<file path="src/rtl/sdio_cmd_responder.sv">
// Card-side SD/SDIO CMD line responder: receives 48-bit host commands with CRC7
// checking, then returns a 48-bit response after an NCR gap.
//
// state    | meaning
// IDLE     | line released, watching for a start bit
// RX       | shifting in the remaining 47 command bits, then one evaluation cycle
// WAIT_RSP | rsp_ready high, waiting for the response handshake or timeout
// GAP      | NCR cycles of released line before the response
// TX       | driving the 48 response bits, then releasing the line
module sdio_cmd_responder #(
  parameter int NCR         = 2,
  parameter int RSP_TIMEOUT = 64
) (
  input  logic        clk,
  input  logic        rstn,
  input  logic        cmdi,
  output logic        cmdo,
  output logic        cmdtn,
  output logic        cmd_valid,
  output logic [5:0]  cmd_index,
  output logic [31:0] cmd_arg,
  output logic        cmd_err,
  output logic        rsp_ready,
  input  logic        rsp_valid,
  input  logic        rsp_skip,
  input  logic        rsp_nocrc,
  input  logic [5:0]  rsp_index,
  input  logic [31:0] rsp_arg
);

  localparam logic [2:0] S_IDLE     = 3'd0;
  localparam logic [2:0] S_RX       = 3'd1;
  localparam logic [2:0] S_WAIT_RSP = 3'd2;
  localparam logic [2:0] S_GAP      = 3'd3;
  localparam logic [2:0] S_TX       = 3'd4;

  localparam int TMAX = (RSP_TIMEOUT > NCR) ? RSP_TIMEOUT : NCR;
  localparam int TW   = $clog2(TMAX + 1);
  localparam logic [TW-1:0] TIMEOUT_LD = TW'(RSP_TIMEOUT - 1);
  localparam logic [TW-1:0] GAP_LD     = TW'(NCR - 1);

  logic [2:0]    state;
  logic [5:0]    bitcnt;
  logic [46:0]   rx_sr;
  logic [6:0]    crc;
  logic [TW-1:0] timer;
  logic [39:0]   tx_sr;
  logic          tx_nocrc;
  logic [5:0]    txcnt;
  logic          tx_bit;
  logic          tx_fire;
  logic          rx_bad;
  logic          handshake;

  function automatic logic [6:0] crc7_next(input logic [6:0] c, input logic d);
    logic fb;
    fb = d ^ c[6];
    return {c[5:0], 1'b0} ^ (fb ? 7'h09 : 7'h00);
  endfunction

  // rx_sr holds bits 46..0 once all 47 post-start bits are in
  assign rx_bad    = ~rx_sr[46] | (rx_sr[7:1] != crc) | ~rx_sr[0];
  assign handshake = rsp_valid & rsp_ready;
  assign tx_fire   = ((state == S_GAP) && (timer == '0)) ||
                     ((state == S_TX) && (txcnt != 6'd48));

  always_comb begin
    tx_bit = 1'b1;
    if (txcnt < 6'd40)
      tx_bit = tx_sr[39];
    else if (txcnt < 6'd47)
      tx_bit = tx_nocrc | crc[6];
  end

  always_ff @(posedge clk or negedge rstn) begin
    if (!rstn) begin
      state     <= S_IDLE;
      bitcnt    <= '0;
      rx_sr     <= '0;
      crc       <= '0;
      timer     <= '0;
      tx_sr     <= '0;
      tx_nocrc  <= 1'b0;
      txcnt     <= '0;
      cmdo      <= 1'b1;
      cmdtn     <= 1'b1;
      cmd_valid <= 1'b0;
      cmd_index <= '0;
      cmd_arg   <= '0;
      cmd_err   <= 1'b0;
      rsp_ready <= 1'b0;
    end else begin
      cmd_valid <= 1'b0;
      case (state)
        S_IDLE: begin
          if (!cmdi) begin
            state  <= S_RX;
            bitcnt <= 6'd1;
            rx_sr  <= '0;
            crc    <= '0;
          end
        end
        S_RX: begin
          if (bitcnt == 6'd48) begin
            cmd_valid <= 1'b1;
            cmd_index <= rx_sr[45:40];
            cmd_arg   <= rx_sr[39:8];
            cmd_err   <= rx_bad;
            if (rx_bad) begin
              state <= S_IDLE;
            end else begin
              state     <= S_WAIT_RSP;
              rsp_ready <= 1'b1;
              timer     <= TIMEOUT_LD;
            end
          end else begin
            rx_sr  <= {rx_sr[45:0], cmdi};
            bitcnt <= bitcnt + 6'd1;
            if (bitcnt <= 6'd39)
              crc <= crc7_next(crc, cmdi);
          end
        end
        S_WAIT_RSP: begin
          if (handshake) begin
            rsp_ready <= 1'b0;
            if (rsp_skip) begin
              state <= S_IDLE;
            end else begin
              state    <= S_GAP;
              tx_sr    <= {2'b00, rsp_index, rsp_arg};
              tx_nocrc <= rsp_nocrc;
              crc      <= '0;
              txcnt    <= '0;
              timer    <= GAP_LD;
            end
          end else if (timer == '0) begin
            rsp_ready <= 1'b0;
            state     <= S_IDLE;
          end else begin
            timer <= timer - TW'(1);
          end
        end
        S_GAP: begin
          if (timer == '0)
            state <= S_TX;
          else
            timer <= timer - TW'(1);
        end
        S_TX: begin
          if (txcnt == 6'd48) begin
            cmdo  <= 1'b1;
            cmdtn <= 1'b1;
            state <= S_IDLE;
          end
        end
        default: state <= S_IDLE;
      endcase

      // the first response bit leaves on the same edge that ends the gap
      if (tx_fire) begin
        cmdo  <= tx_bit;
        cmdtn <= 1'b0;
        txcnt <= txcnt + 6'd1;
        if (txcnt < 6'd40) begin
          crc   <= crc7_next(crc, tx_bit);
          tx_sr <= {tx_sr[38:0], 1'b0};
        end else begin
          crc <= {crc[5:0], 1'b0};
        end
      end
    end
  end

endmodule

</file>
<file path="config.mk">
export PLATFORM = sky130hd
export DESIGN_NAME = sdio_cmd_responder
export DESIGN_NICKNAME = d
export VERILOG_FILES = /design/src/rtl/sdio_cmd_responder.sv
export SDC_FILE = /design/constraint.sdc
export NUM_CORES = 1
export LEC_CHECK = 0
export CAP_MARGIN = 25
export CORE_MARGIN = 4
export CORE_UTILIZATION = 60
export CTS_CLUSTER_SIZE = 28
export DETAILED_ROUTE_END_ITERATION = 7
export GPL_TIMING_DRIVEN = 0
export PLACE_DENSITY = 0.86
export SYNTH_ARGS = -nofsm -noshare
export SYNTH_HDL_FRONTEND = slang
export SYNTH_SLANG_ARGS = --single-unit
</file>
<file path="constraint.sdc">
create_clock -name clk -period 6.9 [get_ports clk]
set_input_delay 1.38 -clock clk [delete_from_list [all_inputs] [get_ports clk]]
set_output_delay 1.38 -clock clk [all_outputs]
set_load 0.02 [all_outputs]
</file>
* After elaboration in Yosys (flattened, before gate mapping)
Index checks and enable logic that the tools add are counted.
W data, S select, Z words.
** Operators by class
- Bitwise logic cells :: 11
- Mux-type cells :: 53
- Eq/ne operators :: 22
- $add $sub $neg :: 3
- $lt $le $gt $ge :: 3
- Reduce and logical (&&, ||, !) cells :: 22
** Operators by type and width (number)
- $mux W40 :: 5
- $mux W47 :: 2
- $pmux W47 S2 :: 1
- $mux W7 :: 12
- $pmux W7 S3 :: 2
- $mux W6 :: 6
- $ne A3 B3 Y1 const B :: 7
- $mux W3 :: 6
- $pmux W3 S5 :: 1
- $xor A7 B4 Y7 :: 2
- $add A6 B1 Y6 const B :: 2
- $eq A6 B6 Y1 const B :: 2
- $lt A6 B6 Y1 const B :: 2
- $mux W1 :: 12
- $pmux W6 S2 :: 1
- $reduce_bool A2 Y1 :: 6
- $reduce_and A3 Y1 :: 3
- $mux W4 :: 2
- $ne A2 B2 Y1 const B :: 4
- $reduce_and A4 Y1 :: 2
- $logic_not A7 Y1 :: 1
- $ne A7 B7 Y1 :: 1
- $sub A7 B1 Y7 const B :: 1
- $eq A3 B2 Y1 const B :: 2
- 19 further kinds :: 29
** Storage, ports and cells
- Register bits after elaboration :: 160
- Logic and storage cells :: 129
- Output and inout bits :: 43
- Input bits :: 44

* Depth between registers and ports, before layout
- Word-level depth :: 8
- Depth in mapped cells :: 10
- Depth with buffers taken out :: 7

* Least setup slack after synthesis
No wires, ideal clock.
- Path type :: input-to-reg
- Start point :: in rsp_valid
- End point :: reg tx_sr[29]
- Setup slack :: 4210 ps
- Setup time :: 128 ps
- Required time :: 6772 ps
- Path buffers :: 1
- Arrival time :: 2562 ps
- Cell stages on the path :: 5
- Cells stage by stage :: nand3b_1 > nor3_2 > clkbuf_1 > mux2i_1 > o21ai_0
** On the way
- Longest elaborated chain between the ends :: 5
** RTL lines
- from (decl) :: line 24 : input logic rsp_valid,
- $and A1 B1 Y1 (*) :: line 63 : assign handshake = rsp_valid & rsp_ready;
- $mux W40 (*) :: line 124 : if (handshake) begin
- $mux W40 (*) :: line 94 : case (state)
- $mux W40 :: line 164 : if (txcnt < 6'd40) begin
- $mux W40 (*) :: line 160 : if (tx_fire) begin
- to (signal assigned) :: line 130 : tx_sr <= {2'b00, rsp_index, rsp_arg};
- to (signal assigned) :: line 166 : tx_sr <= {tx_sr[38:0], 1'b0};
- to (decl) :: line 47 : logic [39:0] tx_sr;
Every way passes the cells marked *; elsewhere a longest branch is shown, timed or not.
A chain may end at the register's enable or synchronous reset.

* Final worst setup path
- Start point :: in cmdi
- End point :: reg rx_sr[1]
** On the way
- Longest elaborated chain between the ends :: 2
** RTL lines
- from (decl) :: line 16 : input logic cmdi,
- $ne A2 B2 Y1 (no source line)
- $reduce_and A3 Y1 (no source line)
- to (signal assigned) :: line 117 : rx_sr <= {rx_sr[45:0], cmdi};
- to (decl) :: line 44 : logic [46:0] rx_sr;
No other way between the ends.

==> results.toml <==
[pwr]
comb_power_share_pct = 8.8
p_clk_share_pct = 44.5
intPower_mw = 1.697
ir_drop_uv = 212.3
p_switching_mw = 0.5056
seq_power_share_pct = 46.7
power_mw = 2.203
powerDensity_nw_per_um2 = 250.2
swShare_pct = 22.95
p_leak_nw = 3.476

[logic_synthesis]
syn_area_um2 = 7103
synth_nets = 731
synth_xor_area_share_pct = 1.603
synthAdderAreaFrac_pct = 1.057
synth-simple-area-share_pct = 13.04
syn_inst = 681
synth_top_cell_area_share_pct = 55.66
synth.area.mux_share_pct = 12.14
synth_ff_type = "dfrtp_1"
netlist_top_cells_area = "dfrtp_1 (56%), nand2_1 (8.0%), o21ai_0 (6.6%), mux2_2 (6.5%), mux2i_1 (5.6%)"
synth_cell_types = 52
yosysWarningCount = 0
synth.largest_area_cell = "dfrtp_1"
ys_ff_latch = 160
ys_async_sr_fraction_pct = 100.0
synth_seq_area_share_pct = 56.40
synth_compound_area_share_pct = 12.70
synth_top_family_by_area = "simple AND/OR/NAND/NOR gates"
synth_edf_count = 0
syn_avg_cell_area_um2 = 10.43

[critical_path]
crit_path_max_incr_delay_ps = 640
timing.rr.start = "timer[0]"
critPathKind = "input pin to flop"
cp.arrival_ps = 3650
r2r_cells = 9
reg2reg_to = "tx_sr[17]"
end_kind = "flop"
critPathLaunch = "cmdi"
required_ps = 7190
reg2reg_slack_ps = 4190
crit_fanout = 10
cpMaxStageDelayCell = "clkdlybuf4s50_1"
crit_path_start_kind = "input pin"
crit_chain = "clkdlybuf4s50_1, inv_1, o21ai_0, a21o_1, clkbuf_1, clkbuf_1, o21ai_0"

[clock_tree]
cts_sinks = 160
cts_setup_buffers = 0
h-tree-depth = 4
post_cts_resize_count = 0
clockRootBuffer = "clkbuf_16"
cts_made_buffers = 17
cts_tree = "yes"
holdBufCountCts = 0
clk_pin_slew_ps = 60
insertion_delay_ps = 430
cts_max_path_buffers = 2

[global_route]
track_usage_pct = 25.53
overflow = 0
grt_max_degree = 91
use_met1_pct = 33.26
grtUsageMet2_pct = 42.43
grt_most_used_layer = "met2"
grt_pass1_wl_um = 27410
antenna_found_initial = 0
grt_pass1_vias = 5711
use_met3_pct = 5.604

[min_path]
min_from = "tx_sr[0]"
holdPathStages = 2
hp-class = "flop to flop"
min_to = "tx_sr[1]"

[timing]
tightest_slew_ps = 807.1
slew_headroom_pct = 46.19
period_minus_slack_ps = 3361
max_clock_freq_mhz = 297.6
hold_violations = 0
fin_crit_sh_pct = 48.71
setup_violations = 0
drv_slew = 0
rsz0062_at_grt = "no"
skew_ps = 7.592

[final_layout]
syn_to_final_growth_pct = 23.92
drive_above_1_share_pct = 12.36
nFillCells = 747
postLayoutCellArea_um2 = 8802
nets = 838
fin_util_pct = 76.43
diodes = 0

[route]
antenna_left = 0
viasPerCell = 5.852
drtIter0Drc = 594
wl_per_cell_um = 16.96
wirelength_um = 16010
firstDrtPassIters = 5
drc_errors = 0
vias = 5524

[floorplan]
die_y_um = 116.8
die_w_um = 116.8
core-area_um2 = 11520
num_rows = 39
die-area_um2 = 13640
start_util_pct = 61.68
io_pins = 87

[placement]
place_congestion = 0.8402
portBuffers = 86
placed_cell_area_um2 = 8177
dp_hpwl_um = 10770

[status]
outcome = "finished clean"

[run]
cap_violations = 0
[cell usage after synthesis (all sizes together) (3+ instances only)]
| cell | number |
|---|---|
| buf | 14 |
| and3 | 4 |
| a211o | 3 |
| a211oi | 3 |
| o21ai | 103 |
| a22o | 10 |
| a21oi | 10 |
| dfrtp | 158 |
| nand2b | 3 |
| nand3 | 8 |
| inv | 10 |
| a21o | 4 |
| xnor2 | 8 |
| nand2 | 153 |
| o21a | 3 |
| xor2 | 5 |
| mux2i | 40 |
| nor2b | 3 |
| nor2 | 23 |
| mux2 | 41 |
| clkbuf | 26 |
| or2 | 5 |
| ha | 6 |
| o31ai | 3 |
| nor3 | 7 |
[per-stage QoR]
step,setup WS [ps],hold slack [ps],TNS (ps),instances
2_1_floorplan,4210,446.6,0,681
3_3_place_gp,-1610,458.7,-252210,910
3_5_place_dp,3183,468.4,0,912
4_1_cts,3574,483.8,0,944
5_1_grt,3384,508.0,0,944
6_report,3539,484.9,0,944
[state kept, by name, indices dropped and copies added (netlist names), 3 cells and up]
name and flops:
tx_sr 40, txcnt 6, rx_sr 47, cmd_index 6
bitcnt 6, crc 7, cmd_arg 32, timer 7
state 3
[cell usage in the layout (no fill, tap or decap), types with 5 or more instances in the layout]
cell / netlist / final
dfrtp_1: 158 / 158
nand2_1: 152 / 152
o21ai_0: 93 / 93
clkdlybuf4s50_1: 0 / 85
mux2_2: 41 / 41
mux2i_1: 40 / 40
clkbuf_1: 24 / 25
nor2_1: 23 / 23
clkbuf_16: 0 / 17
buf_2: 10 / 11
inv_1: 10 / 10
o21ai_1: 10 / 10
a22o_1: 10 / 10
a21oi_1: 9 / 9
nand3_1: 8 / 8
xnor2_1: 8 / 8
nor3_1: 6 / 6
ha_1: 6 / 6
xor2_1: 5 / 5
clkbuf_8: 0 / 5
[worst max-delay path: cells and delay by family]
kind / cells / cell delay (ps)
buffers and inverters: 4 / 1600
AO/OA/AOI/OAI: 3 / 660
[layout make-up]
type | instances | area, um2 | share of cell area (%)
plain buffers | 40 | 180.2 | 2.047
clock buffers | 23 | 498.0 | 5.657
clock inverters | 9 | 127.6 | 1.450
inverters | 10 | 37.54 | 0.4264
multi-input cells | 471 | 2879 | 32.71
flip-flops and latches | 160 | 4006 | 45.52
well taps | 143 | 178.9 | 2.033
repair buffers | 88 | 894.6 | 10.16
[cell families after synthesis]
| family | count (synthesis) |
|---|---|
| compound gates | 153 |
| xor+xnor | 13 |
| fa+ha+maj | 6 |
| buf+inv | 50 |
| flops | 160 |
| mux | 81 |
| simple gates | 218 |
[worst max-delay path by stage]
| stage | end | slack (ps) | cells past startpoint |
|---|---|---|---|
| detailed placement | bitcnt[1] | 3180 | 7 |
| CTS | tx_sr[17] | 3570 | 6 |
| global route | rx_sr[30] | 3380 | 8 |
| global placement | tx_sr[13] | -1610 | 1 |
| finish | rx_sr[1] | 3540 | 7 |
| floorplan | tx_sr[29] | 4210 | 5 |
[power by group through the flow]
stage,clock [mW],sequential [mW],combinational [mW]
final,0.981,1.03,0.194
after floorplan,0,1.05,0.0891
after CTS,0.997,1.03,0.195
after detailed placement,0,1.04,0.192
after global routing,1.04,1.03,0.215
after global placement,0,1.04,0.183
[layer usage]
layer	wire length, um	part of all wire (%)	up-vias
met2	8160	51	171
met5	0	0	-
li1	-	-	2573
met1	6821	43	2749
met3	703	4.4	31
met4	326	2.0	0
No activity file was read; power rests on OpenSTA's default activity.
